`src/rtl/systolic_result_collector.sv`:
```
// systolic_result_collector: gathers the N1 per-row result lanes of the
// systolic array into two ping-pong banks of M*M words and drains each
// finished matrix as one valid/ready word stream.
// Build option: define SYSTOLIC_COLLECT_TRANSPOSE_EN to drain column-major
// (the stream becomes the transposed matrix); otherwise row-major only.
module systolic_result_collector #(
  parameter int unsigned D_W_ACC = 16,
  parameter int unsigned N1      = 4,
  parameter int unsigned M       = 8
) (
  input  logic                   clk,
  input  logic                   rst_n,
  input  logic [N1*D_W_ACC-1:0]  D,
  input  logic [N1-1:0]          valid_D,
  output logic                   wr_ready,
  output logic                   frame_done,
  output logic                   overflow,
  output logic [D_W_ACC-1:0]     out_data,
  output logic                   out_valid,
  input  logic                   out_ready,
  output logic                   out_last
);

  localparam int unsigned MM         = M * M;
  localparam int unsigned LANE_WORDS = MM / N1;
  localparam int unsigned LAW        = (LANE_WORDS > 1) ? $clog2(LANE_WORDS) : 1;
  localparam int unsigned KW         = (MM > 1) ? $clog2(MM) : 1;
  localparam int unsigned LNW        = (N1 > 1) ? $clog2(N1) : 1;

  // Bank storage, split per lane so every lane can write in the same cycle
  logic [D_W_ACC-1:0] mem_q [2][N1][LANE_WORDS];

  logic [N1-1:0][LAW-1:0] waddr_q, waddr_d;
  logic [N1-1:0]          wbank_q, wbank_d;
  logic [1:0][N1-1:0]     done_mask_q, done_mask_d;
  logic [1:0]             full_q, full_d;
  logic                   frame_done_q, frame_done_d;
  logic                   overflow_q, overflow_d;
  logic [N1-1:0]          wr_en_c;
  logic [1:0]             bank_cmp_c;

  logic                   rb_q, rb_d;
  logic [KW-1:0]          rcnt_q, rcnt_d;
  logic                   issued_q, issued_d;
  logic                   pv_q, pv_d;
  logic [D_W_ACC-1:0]     pdata_q, pdata_d;
  logic                   plast_q, plast_d;
  logic                   ov_q, ov_d;
  logic [D_W_ACC-1:0]     od_q, od_d;
  logic                   ol_q, ol_d;

  logic                   o_load_c, p_load_c, issue_c, rel_c;
  logic [KW-1:0]          raddr_c;
  logic [LNW-1:0]         rd_lane_c;
  logic [LAW-1:0]         rd_off_c;

  assign wr_ready   = ~(full_q[0] & full_q[1]);
  assign frame_done = frame_done_q;
  assign overflow   = overflow_q;
  assign out_data   = od_q;
  assign out_valid  = ov_q;
  assign out_last   = ol_q;

  // Lane write bookkeeping, bank completion and full-flag update
  always_comb begin
    waddr_d      = waddr_q;
    wbank_d      = wbank_q;
    done_mask_d  = done_mask_q;
    full_d       = full_q;
    frame_done_d = 1'b0;
    overflow_d   = overflow_q;
    wr_en_c      = '0;
    bank_cmp_c   = '0;
    for (int x = 0; x < int'(N1); x++) begin
      if (valid_D[x]) begin
        if (full_q[wbank_q[x]]) begin
          overflow_d = 1'b1;
        end else begin
          wr_en_c[x] = 1'b1;
          if (waddr_q[x] == LAW'(LANE_WORDS - 1)) begin
            waddr_d[x]                  = '0;
            done_mask_d[wbank_q[x]][x]  = 1'b1;
            wbank_d[x]                  = ~wbank_q[x];
          end else begin
            waddr_d[x] = waddr_q[x] + LAW'(1);
          end
        end
      end
    end
    if (rel_c) full_d[rb_q] = 1'b0;
    for (int b = 0; b < 2; b++) begin
      if (&done_mask_d[b]) begin
        bank_cmp_c[b]  = 1'b1;
        full_d[b]      = 1'b1;
        done_mask_d[b] = '0;
        frame_done_d   = 1'b1;
      end
    end
  end

  // Drain read address: row-major, or column-major when transposing
  always_comb begin
`ifdef SYSTOLIC_COLLECT_TRANSPOSE_EN
    raddr_c = KW'((rcnt_q % KW'(M)) * KW'(M) + rcnt_q / KW'(M));
`else
    raddr_c = rcnt_q;
`endif
    rd_lane_c = LNW'(raddr_c / KW'(LANE_WORDS));
    rd_off_c  = LAW'(raddr_c % KW'(LANE_WORDS));
  end

  // Prefetch stage feeding a one-entry output register
  always_comb begin
    pv_d     = pv_q;
    pdata_d  = pdata_q;
    plast_d  = plast_q;
    ov_d     = ov_q;
    od_d     = od_q;
    ol_d     = ol_q;
    rcnt_d   = rcnt_q;
    issued_d = issued_q;
    rb_d     = rb_q;
    o_load_c = ~ov_q | out_ready;
    p_load_c = ~pv_q | o_load_c;
    issue_c  = full_q[rb_q] & ~issued_q & p_load_c;
    rel_c    = ov_q & out_ready & ol_q;
    if (o_load_c) begin
      ov_d = pv_q;
      if (pv_q) begin
        od_d = pdata_q;
        ol_d = plast_q;
      end else begin
        ol_d = 1'b0;
      end
    end
    if (p_load_c) begin
      pv_d = issue_c;
      if (issue_c) begin
        pdata_d = mem_q[rb_q][rd_lane_c][rd_off_c];
        plast_d = (rcnt_q == KW'(MM - 1));
        if (rcnt_q == KW'(MM - 1)) begin
          rcnt_d   = '0;
          issued_d = 1'b1;
        end else begin
          rcnt_d = rcnt_q + KW'(1);
        end
      end
    end
    if (rel_c) begin
      rb_d     = ~rb_q;
      issued_d = 1'b0;
    end
  end

  // Control and output state registers
  always_ff @(posedge clk or negedge rst_n) begin
    if (!rst_n) begin
      waddr_q      <= '0;
      wbank_q      <= '0;
      done_mask_q  <= '0;
      full_q       <= '0;
      frame_done_q <= 1'b0;
      overflow_q   <= 1'b0;
      rb_q         <= 1'b0;
      rcnt_q       <= '0;
      issued_q     <= 1'b0;
      pv_q         <= 1'b0;
      pdata_q      <= '0;
      plast_q      <= 1'b0;
      ov_q         <= 1'b0;
      od_q         <= '0;
      ol_q         <= 1'b0;
    end else begin
      waddr_q      <= waddr_d;
      wbank_q      <= wbank_d;
      done_mask_q  <= done_mask_d;
      full_q       <= full_d;
      frame_done_q <= frame_done_d;
      overflow_q   <= overflow_d;
      rb_q         <= rb_d;
      rcnt_q       <= rcnt_d;
      issued_q     <= issued_d;
      pv_q         <= pv_d;
      pdata_q      <= pdata_d;
      plast_q      <= plast_d;
      ov_q         <= ov_d;
      od_q         <= od_d;
      ol_q         <= ol_d;
    end
  end

  // Bank RAM writes; contents are intentionally not reset
  for (genvar g = 0; g < int'(N1); g++) begin : g_lane_wr
    always_ff @(posedge clk) begin
      if (wr_en_c[g]) mem_q[wbank_q[g]][g][waddr_q[g]] <= D[g*D_W_ACC +: D_W_ACC];
    end
  end

  // Both banks completing in one cycle would mean a lane outran a whole bank
  always_ff @(posedge clk) begin
    if (rst_n) assert (!(bank_cmp_c[0] && bank_cmp_c[1]));
  end

endmodule
```
`config.mk`:
```
export PLATFORM = sky130hd
export DESIGN_NAME = systolic_result_collector
export DESIGN_NICKNAME = d
export VERILOG_FILES = /design/src/rtl/systolic_result_collector.sv
export SDC_FILE = /design/constraint.sdc
export NUM_CORES = 2
export LEC_CHECK = 0
export ABC_AREA = 1
export BUFFER_PORTS_ARGS = -buffer_cell sky130_fd_sc_hd__buf_2
export CORE_ASPECT_RATIO = 1.25
export CORE_UTILIZATION = 25
export CTS_BUF_LIST = sky130_fd_sc_hd__clkbuf_4 sky130_fd_sc_hd__clkbuf_8
export DETAILED_ROUTE_END_ITERATION = 7
export GPL_TIMING_DRIVEN = 0
export PLACE_DENSITY = 0.48
export SLEW_MARGIN = 20
export SYNTH_ARGS = -nofsm -noshare
export SYNTH_HDL_FRONTEND = slang
export SYNTH_SLANG_ARGS = --single-unit
```
`constraint.sdc`:
```
create_clock -name clk -period 3.6 [get_ports clk]
set_clock_uncertainty 0.1 [all_clocks]
set_input_delay 0.36 -clock clk [delete_from_list [all_inputs] [get_ports clk]]
set_output_delay 0.36 -clock clk [all_outputs]
set_load 0.02 [all_outputs]
```
==> results.cfg <==
[power]
p_leak_nw = 36.1
totalPowerFinal_mw = 83.7
ir_drop_mv = 0.461
power_density_nw_per_um2 = 818

[synth]
ys_seq_area_share_pct = 74.1
synth-seq-cells = 2124
synth_top_area_cell = edfxtp_1
yosys_warnings = 0
synthesis.area_um2 = 85500
synth_ff_type = edfxtp_1
netlist.area_leader.share_pct = 71.9
yosys-top-cells-count = nand2_1 (2,193), edfxtp_1 (2,048), nand3_1 (2,003), buf_2 (202), clkbuf_1 (190)
synthArstFlopShare_pct = 3.58
syn_nets = 7248
synth-edff-count = 2048
netlist_top_cells_area = edfxtp_1 (72%), nand3_1 (12%), nand2_1 (9.6%)
synth.distinct_cells = 30
synth_most_common_cell = nand2_1
syn_inst = 7160
syn_avg_cell_area_um2 = 11.9

[cts]
tritoncts = yes
cts_buffers = 340
insertion_delay_ns = 1.03
post_cts_buffers = 0
cts-root-buf = clkbuf_8
clk_pin_slew_ns = 0.06
clockBufferDepth = 4
htree_levels = 5
cts.sinks = 2124

[sta]
timing.hold.ws_ns = 0.172
drv_slew = 0
rsz0062_at_grt = true
setup-tns-final_ns = -0.237
hold_violations = 0
timing.final.ws_setup_ns = -0.125
worst_pin_slew_ns = 1.30
period_share_pct = 103
setup_violations = 5
clock.fmax_mhz = 268
layout_min_cycle_time_ns = 3.72
slew_headroom_pct = 13.0

[min_path]
hold_path.class = in2reg
hold_path_startpoint = D[1]
hold-path-endpoint = mem_q[1][961]$_DFFE_PP_
hold_depth = 2

[detailed_routing]
ant_nets = 0
drc = 0
via_per_inst = 5.12
firstDrtPassIters = 8
post_drt_wl_per_cell_um = 31.5
wl_um = 398000
drt_iter0_markers = 9443
vias = 64700

[place]
gp_congestion = 0.982
io_buffers = 91
dpl.cell_count = 12000
dp_worst_setup_slack_ns = -0.353
dp_hpwl_um = 281000
place_area_um2 = 95100

[worst_setup_path]
r2r-start = raddr_c[5]$_DFFE_PN0P_
worstPathArrival_ns = 4.51
reg2reg_depth = 12
critPathKind = reg2reg
required_ns = 4.39
r2r_end = pdata_q[8]$_DFFE_PN0P_
end_kind = register
crit_path_start_kind = register
cp_max_fo = 10
r2r_slack_ns = -0.12

[grt]
antenna_found_initial = 58
grt_pass1_vias = 61800
grt_remaining_overflow = 0
gr-usage-all-layers_pct = 22.4
grt_max_degree = 44
grt_pass1_wl_um = 530000

[floorplanning]
num_rows = 239
fp.dieH_um = 656
start_util_pct = 25.2
die_w_um = 525
die-area_um2 = 344000
core_area_um2 = 340000
num_io_pins = 92

[cells_and_area]
final_nets = 8006
fillers = 34700
final_cell_count_no_fill = 12600
drive_above_1_share_pct = 15.3
synthToLayoutAreaGrowth_pct = 19.7
final_cell_area_um2 = 102000
fin_util_pct = 30.1

[run]
maxCapViolCount = 0

[status]
failed_checks = setup timing
outcome = finished, violations left
worst max-delay path by stage:
| stage | slack, ns | depth (start not counted) | start | end |
|---|---|---|---|---|
| floorplan | 0.66 | 7 | wbank_q[2]$_DFFE_PN0P_ | mem_q[0][336]$_DFFE_PP_ |
| global placement | -1.48 | 7 | wbank_q[1]$_DFFE_PN0P_ | mem_q[1][663]$_DFFE_PP_ |
| detailed placement | -0.35 | 12 | raddr_c[4]$_DFFE_PN0P_ | pdata_q[4]$_DFFE_PN0P_ |
| CTS | 0.0005 | 10 | raddr_c[4]$_DFFE_PN0P_ | pdata_q[9]$_DFFE_PN0P_ |
| global route | -0.01 | 9 | wbank_q[2]$_DFFE_PN0P_ | mem_q[0][433]$_DFFE_PP_ |
| finish | -0.12 | 12 | raddr_c[5]$_DFFE_PN0P_ | pdata_q[8]$_DFFE_PN0P_ |
critical path, cell delays in order, from the launching register on:
cell and delay (ns):
dfrtp_1 0.31, buf_2 0.22, clkinv_1 0.37, clkbuf_2 0.49, clkbuf_4 0.43, nand3_1 0.17, nand3_1 0.10, nand3_1 0.39
nand3_1 0.32, nand2_1 0.20, nand2_1 0.28, nand2_1 0.14, nor2_1 0.05
cells in the final DEF, fill, tap and decap left out, types with 8 or more instances in the layout:
master	count
clkbuf_4	110
dfrtp_1	76
nand2_1	2192
nor3_2	92
clkinv_1	77
buf_4	249
buf_2	232
clkinv_2	28
clkbuf_1	148
dlygate4sd3_1	72
diode_2	24
buf_6	26
edfxtp_1	2048
buf_16	14
clkbuf_2	40
clkinvlp_4	8
clkbuf_8	350
o21ai_0	37
nor2_1	49
a21oi_1	22
buf_1	57
nor2_4	24
nor2_2	8
nand3_1	2003
ha_1	17
inv_1	78
buf_12	35
kinds of logic (layout without fill, tap and decap cells):
family / after synthesis / in the layout / synth area share, %
AO/OA/AOI/OAI: 66 / 66 / 0.401
XOR/XNOR: 7 / 7 / 0.0717
adder cells (fa/ha/maj): 17 / 17 / 0.249
buffers and inverters: 558 / 1548 / 2.77
flip-flops: 2124 / 2124 / 74.1
other: 0 / 24 / 0
AND/OR/NAND/NOR: 4388 / 4388 / 22.4
routing by layer:
layer	share of wire (%)	GRT usage [%]
met1	36	26.1
met2	47	36.9
met3	9.0	4.29
met4	8.2	16.5
met5	0.014	0
power breakdown:
group / internal, mW / switching [mW]
Clock: 10.6 / 9.97
Combinational: 7.43 / 26.7
Sequential: 28.5 / 0.454
layout make-up:
type                    instances  area (um2)  area share [%]
multi-input cells            4478       20500            20.0
clock inverters               117         716           0.699
well taps                    4458        5580            5.45
inverters                      90         343           0.335
plain buffers                 467        2140            2.09
flip-flops and latches       2124       63400            61.9
repair buffers                417        4080            3.98
clock buffers                 457        5620            5.49
diodes                         24        60.1          0.0587
flip-flops by register name (all words and copies together), names as in the netlist:
| register | cells |
|---|---|
| issued_q | 1 |
| waddr_q | 16 |
| pv_q | 1 |
| out_last | 1 |
| done_mask_q | 8 |
| pdata_q | 16 |
| mem_q | 2048 |
| raddr_c | 6 |
| full_q | 2 |
| out_valid | 1 |
| plast_q | 1 |
| rb_q | 1 |
| frame_done | 1 |
| out_data | 16 |
| overflow | 1 |
| wbank_q | 4 |
timing repair:
action / 4_1_cts / 5_1_grt
hold endpoints to repair: 2110 / 0
gates cloned: 0 / 0
setup endpoints to repair: 16 / 18
pin swaps: 0 / 0
gates resized for setup: 34 / 30
hold buffers: 73 / 0
No activity file was read; power rests on OpenSTA's default activity.
